## config.mk

```make
export PLATFORM = sky130hd
export DESIGN_NAME = pipe_add_sub
export DESIGN_NICKNAME = d
export VERILOG_FILES = /design/src/rtl/pipe_add_sub_pkg.sv /design/src/rtl/pipe_add_sub_seg.sv /design/src/rtl/pipe_add_sub.sv
export SDC_FILE = /design/constraint.sdc
export NUM_CORES = 1
export LEC_CHECK = 0
export BUFFER_PORTS_ARGS = -buffer_cell sky130_fd_sc_hd__buf_2
export CAP_MARGIN = 20
export CORE_UTILIZATION = 40
export DETAILED_ROUTE_END_ITERATION = 10
export GPL_TIMING_DRIVEN = 1
export SETUP_SLACK_MARGIN = 0.02
export SYNTH_ARGS = -nofsm -noshare
export SYNTH_HDL_FRONTEND = slang
export SYNTH_SLANG_ARGS = --single-unit
```

## constraint.sdc

```tcl
create_clock -name CLK -period 7.05 [get_ports CLK]
set_input_delay 1.41 -clock CLK [delete_from_list [all_inputs] [get_ports CLK]]
set_output_delay 1.41 -clock CLK [all_outputs]
set_load 0.01 [all_outputs]
```

## src/rtl/pipe_add_sub_pkg.sv

```systemverilog
// Shared constants for the segmented add/subtract pipeline.
// Default width matches the project data width of 32 bits.
package pipe_add_sub_pkg;

  localparam int DEF_WIDTH = 32;

  localparam int DEF_SEGS = 4;

  typedef enum logic {
    OP_ADD = 1'b0,
    OP_SUB = 1'b1
  } op_e;

endpackage

```

## src/rtl/pipe_add_sub_seg.sv

```systemverilog
// One carry segment: W-bit ripple adder that also reports the carry into its MSB,
// so the last segment can derive signed overflow.
module add_sub_seg #(
  parameter int W = 8
) (
  input  logic [W-1:0] a,
  input  logic [W-1:0] b,
  input  logic         ci,
  output logic [W-1:0] s,
  output logic         co,
  output logic         c_msb_in
);

  logic [W:0] c;

  always_comb begin
    c[0] = ci;
    for (int i = 0; i < W; i++) begin
      s[i]   = a[i] ^ b[i] ^ c[i];
      c[i+1] = (a[i] & b[i]) | (c[i] & (a[i] ^ b[i]));
    end
  end

  assign co       = c[W];
  assign c_msb_in = c[W-1];

endmodule

```

## src/rtl/pipe_add_sub.sv

```systemverilog
// Carry-segmented pipelined adder/subtractor: one SEG_W-bit segment resolved per
// stage, valid/ready handshake with a single global stall.
module pipe_add_sub
  import pipe_add_sub_pkg::*;
#(
  parameter int WIDTH = DEF_WIDTH,
  parameter int SEGS  = DEF_SEGS
) (
  input  logic             CLK,
  input  logic             RST,
  input  logic             IN_VALID,
  output logic             IN_READY,
  input  logic [WIDTH-1:0] A,
  input  logic [WIDTH-1:0] B,
  input  logic             SnA,
  output logic             OUT_VALID,
  input  logic             OUT_READY,
  output logic [WIDTH-1:0] Y,
  output logic             CO,
  output logic             OV,
  output logic             ZERO
);

  localparam int SEG_W = WIDTH / SEGS;

  logic             stall;
  logic [WIDTH-1:0] aIn   [SEGS];
  logic [WIDTH-1:0] bIn   [SEGS];
  logic [WIDTH-1:0] sIn   [SEGS];
  logic [WIDTH-1:0] sNext [SEGS];
  logic             cIn   [SEGS];
  logic             vIn   [SEGS];
  logic             cNext [SEGS];
  logic             cMsb  [SEGS];

  logic [WIDTH-1:0] aQ [SEGS];
  logic [WIDTH-1:0] bQ [SEGS];
  logic [WIDTH-1:0] sQ [SEGS];
  logic             cQ [SEGS];
  logic             vQ [SEGS];
  logic             ovQ;
  logic             zeroQ;

  assign stall    = vQ[SEGS-1] & ~OUT_READY;
  assign IN_READY = ~stall;

  for (genvar k = 0; k < SEGS; k++) begin : gStage
    logic [SEG_W-1:0] segSum;
    logic [WIDTH-1:0] merged;

    if (k == 0) begin : gHead
      // Stage 0 sees the raw operands; IN_READY is high whenever it loads.
      assign aIn[k] = A;
      assign bIn[k] = B ^ {WIDTH{SnA}};
      assign sIn[k] = '0;
      assign cIn[k] = (op_e'(SnA) == OP_SUB);
      assign vIn[k] = IN_VALID;
    end else begin : gBody
      assign aIn[k] = aQ[k-1];
      assign bIn[k] = bQ[k-1];
      assign sIn[k] = sQ[k-1];
      assign cIn[k] = cQ[k-1];
      assign vIn[k] = vQ[k-1];
    end

    add_sub_seg #(.W(SEG_W)) uSeg (
      .a        (aIn[k][k*SEG_W +: SEG_W]),
      .b        (bIn[k][k*SEG_W +: SEG_W]),
      .ci       (cIn[k]),
      .s        (segSum),
      .co       (cNext[k]),
      .c_msb_in (cMsb[k])
    );

    // NOTE: full default before the partial overwrite keeps this purely combinational (no latch).
    always_comb begin
      merged                     = sIn[k];
      merged[k*SEG_W +: SEG_W]   = segSum;
    end

    assign sNext[k] = merged;
  end

  // NOTE: non-blocking assignments so every stage samples its predecessor's old value.
  always_ff @(posedge CLK or posedge RST) begin
    if (RST) begin
      // NOTE: datapath registers are cleared too because Y/CO/OV/ZERO must read zero in reset.
      for (int k = 0; k < SEGS; k++) begin
        vQ[k] <= 1'b0;
        cQ[k] <= 1'b0;
        sQ[k] <= '0;
        aQ[k] <= '0;
        bQ[k] <= '0;
      end
      ovQ   <= 1'b0;
      zeroQ <= 1'b0;
    end else if (!stall) begin
      for (int k = 0; k < SEGS; k++) begin
        vQ[k] <= vIn[k];
        cQ[k] <= cNext[k];
        sQ[k] <= sNext[k];
        aQ[k] <= aIn[k];
        bQ[k] <= bIn[k];
      end
      ovQ   <= cMsb[SEGS-1] ^ cNext[SEGS-1];
      zeroQ <= (sNext[SEGS-1] == '0);
    end
  end

  assign OUT_VALID = vQ[SEGS-1];
  assign Y         = sQ[SEGS-1];
  assign CO        = cQ[SEGS-1];
  assign OV        = ovQ;
  assign ZERO      = zeroQ;

endmodule
```

==> results.txt <==
----------------------------------------------------
[Clock network]
  Total CTS buffers ... 17
  Sinks on Clock Net ... 186
  Clk pin slew, worst setup/hold paths ... approximately 0.07 ns
  Number of levels in the clock H-tree ... 4
  Clock Latency Late Sink ... roughly 0.42 ns
  Clock Tree Root ... clkbuf_16
  CTS tree ... done
  Quantity of gates resized following cts ... 0
  Post-CTS Setup Repair Bufs ... 0
  Hold Buf Count CTS ... 0
  Maximum clock insertion buffer count ... 2

[Yosys]
  YS warnings ... 0
  Share of async-settable or async-resettable flops after synthesis ... 100%
  Synthesized-area fraction occupied by ao, oa, aoi and oai cells ... ~3.8%
  Main combinational cell family by area after synthesis ... simple AND/OR/NAND/NOR gates
  Proportion of synthesized chip area in sequential cells ... between 50 and 60%
  Cell area after synthesis ... roughly 8000 sq um
  Seq cells post-synth ... around 190
  Dominant synthesized flop cell ... dfrtp_1
  Average size of a mapped cell ... ~9.6 sq um
  Post-Synth Adder-Cell Area ... just under 8%
  Syn_nets ... roughly 940
  Multiplexer share of the synthesized area ... 0.140%
  Number of enable-type register cells in the synthesized netlist ... 0
  Simple-gate share of the synthesized area ... between 20% and 30%
  XOR/XNOR Fraction of Synth Area ... 3.59%
  Number of unique standard cell types used by synthesis ... 22
  Number of standard cells after synthesis ... around 840

[Route]
  Number of DRC violations after detailed routing ... 0
  Sum of routed wire length over all layers ... around 15000 um
  Drt initial violations ... 359
  Number of vias after detailed routing ... ~5200
  Drt pass-1 iters ... 4
  Remaining antenna violation count after routing ... 0
  Via density per instance ... 4.34
  Final routed wire length divided by cell count ... around 13 um

[Placement]
  Buffers on Ports ... roughly 110
  Routability congestion estimate from global placement ... 0.785
  DPL Wire Length ... 10200 um
  Dpl ws ... around 2.1 ns
  Placed inst area ... between 8000 and 9000 sq um

[Power]
  Combinational Power Share ... about 33%
  Cell Pwr Density ... roughly 440 nW/um^2
  Leakage ... around 4.8 nW
  Net switching power ... between 1.5 and 2 mW
  Worst voltage drop across the vdd grid ... approximately 0.19 mV
  Internal Dissipation ... 2.63 mW
  Sw frac ... around 36%
  Clock share of power ... 23.0%
  Seq pwr share ... 44.4%

[Timing]
  Transition time at the pin with the least slew margin ... approximately 1.1 ns
  Period utilisation layout ... a little under two thirds
  Worst path setup slack after routing ... between 2 and 3 ns
  Final Hold Violating Endpoints ... 0
  Number of setup violations in the final report ... 0
  Worst slew margin ... ~27%
  Max Clock Freq ... between 200 and 250 MHz
  Clock Skew ... slightly above 0.006 ns
  RSZ-0062 raised after global routing ... false
  Crit path time final ... approximately 4.5 ns
  Final number of max-transition violations ... 0
  Hold_ws ... approximately 0.46 ns
  TNS Setup ... 0 ns

[Job]
  Maxcap violations ... 0

[Finish]
  Reg area ... approximately 4700 sq um
  Area growth from synthesis to final layout ... 15.4%
  ANT cells ... 0
  Final instance area ... roughly 9300 sq um
  Area of the multi-input gates ... between 3000 and 4000 sq um
  Net count of the finished layout ... 1026
  Fraction of layout cells with a size suffix above 1 ... roughly 17%
  Fill cell total of the finished layout ... around 1900
  Final cell utilization of the core ... 47.4%

[Die]
  Count of boundary I/O pins ... about 110
  Floorplan core area ... around 20000 sq um
  Std-Cell Rows ... slightly above 50
  Die Outline Area ... approximately 21000 sq um
  Chip height ... 144 um
  Initial core utilization ... between 40% and 50%
  Die width ... around 140 um

[Min path]
  Worst Hold Class ... register to register

[Global routing]
  Via count of the first global-routing pass ... between 5000 and 6000
  Total GRT Usage ... between 10% and 20%
  Antenna violations before repair ... 0
  Largest net degree at the start of global routing ... approximately 130
  First-pass GRT wire length ... 25900 um
  Leftover overflow at the end of global routing ... 0

[Setup path]
  Endpoint arrival time on the critical path ... around 4.8 ns
  Crit Path Category ... primary input to register
  Peak fanout along the critical path ... 8
  Required @ worst endpoint ... between 7 and 8 ns
  Setup crit start kind ... primary input
  Nature of the critical path endpoint ... register

[Run status]
  Status ... finished, final reports clean

----------------------------------------------------
## final timing paths
| path | depth (start not counted) | slack, ns | end | start |
|---|---|---|---|---|
| min reg2reg | 2 | 0.46 | Y[23] | Y[23] |
| max in group asynchronous | 3 | 4.53 | aIn[55] | RST |
| max reg2reg | 14 | 2.99 | ZERO | aIn[24] |
| max | 13 | 2.57 | gStage[1].merged[7] | SnA |
| min | 2 | 0.46 | Y[23] | Y[23] |
| min in group asynchronous | 2 | 1.15 | vIn[2] | RST |
## synth_stat cells, types with 2 or more instances
cell type,instances,area share [%]
nor2_1,15,0.70
nor4_1,6,0.47
buf_2,26,1.6
buf_6,4,0.56
xor2_1,5,0.54
nand4_1,2,0.16
nand2_1,438,20
nor4b_1,2,0.22
o21ai_0,35,2.2
a21oi_2,12,1.3
inv_1,29,1.4
clkbuf_1,3,0.14
a21oi_1,3,0.19
fa_1,31,7.7
xnor2_1,28,3.0
buf_4,11,1.0
dfrtp_1,186,58
## power by group through the flow
| stage | Clock (mW) | Combinational [mW] | Sequential [mW] |
|---|---|---|---|
| 2_1_floorplan | 0 | 0.974 | 1.83 |
| 3_5_place_dp | 0 | 1.37 | 1.86 |
| 6_report | 0.949 | 1.35 | 1.83 |
| 4_1_cts | 0.981 | 1.38 | 1.84 |
| 5_1_grt | 1.02 | 1.58 | 1.91 |
| 3_3_place_gp | 0 | 1.34 | 1.85 |
## metal layers
metal	track usage, %	routed length (um)	up-vias
li1	-	-	2730
met2	22.3	6170	96
met1	24.9	8210	2388
met4	5.88	260	0
met5	0	0	-
met3	3.87	654	17
## cells by family after synthesis
| kind of cell | count (synthesis) |
|---|---|
| buffers and inverters | 74 |
| and+or+nand+nor | 465 |
| AOI/OAI and AO/OA | 51 |
| DFF | 186 |
| xor gates and xnor gates | 33 |
| adders and majority gates | 31 |
| muxes | 1 |
## layout make-up
type	instances	area share (%)
multi-input combinational	581	32.4
clock inverter	12	1.51
inverter	30	1.35
clock buffer	20	4.92
timing repair buffer	110	6.07
sequential	186	50.1
tap	265	3.57
## worst max-delay path: stages
cell and delay (ns):
buf_2 0.23, xor2_1 0.22, fa_1 0.19, inv_1 0.05, fa_1 0.41, fa_1 0.42
fa_1 0.43, fa_1 0.42, fa_1 0.39, inv_1 0.08, fa_1 0.41, nand2_1 0.07
nand2_1 0.06
## sequential cells by signal, summed over array words and instances, names as in the netlist
register       flops
Y                 32
vIn                3
gStage.merged     48
OUT_VALID          1
ZERO               1
cIn                3
CO                 1
aIn               48
bIn               48
OV                 1
## cell usage in the layout, fill, tap and decap left out, drive strengths merged
cell	count
a21oi	15
buf	110
bufinv	2
clkbuf	20
clkinv	5
clkinvlp	2
dfrtp	186
fa	31
inv	33
mux2	1
nand2	438
nand2b	1
nand4	2
nor2	15
nor2b	1
nor4	6
nor4b	2
o21ai	35
o31ai	1
xnor2	28
xor2	5
## metrics by stage
step | power, mW | cells
after detailed placement | 3.23 | 1172
after global routing | 4.50 | 1204
after global placement | 3.19 | 1172
after CTS | 4.20 | 1204
after floorplan | 2.81 | 841
final | 4.13 | 1204
(Power assumes the default switching activity.)
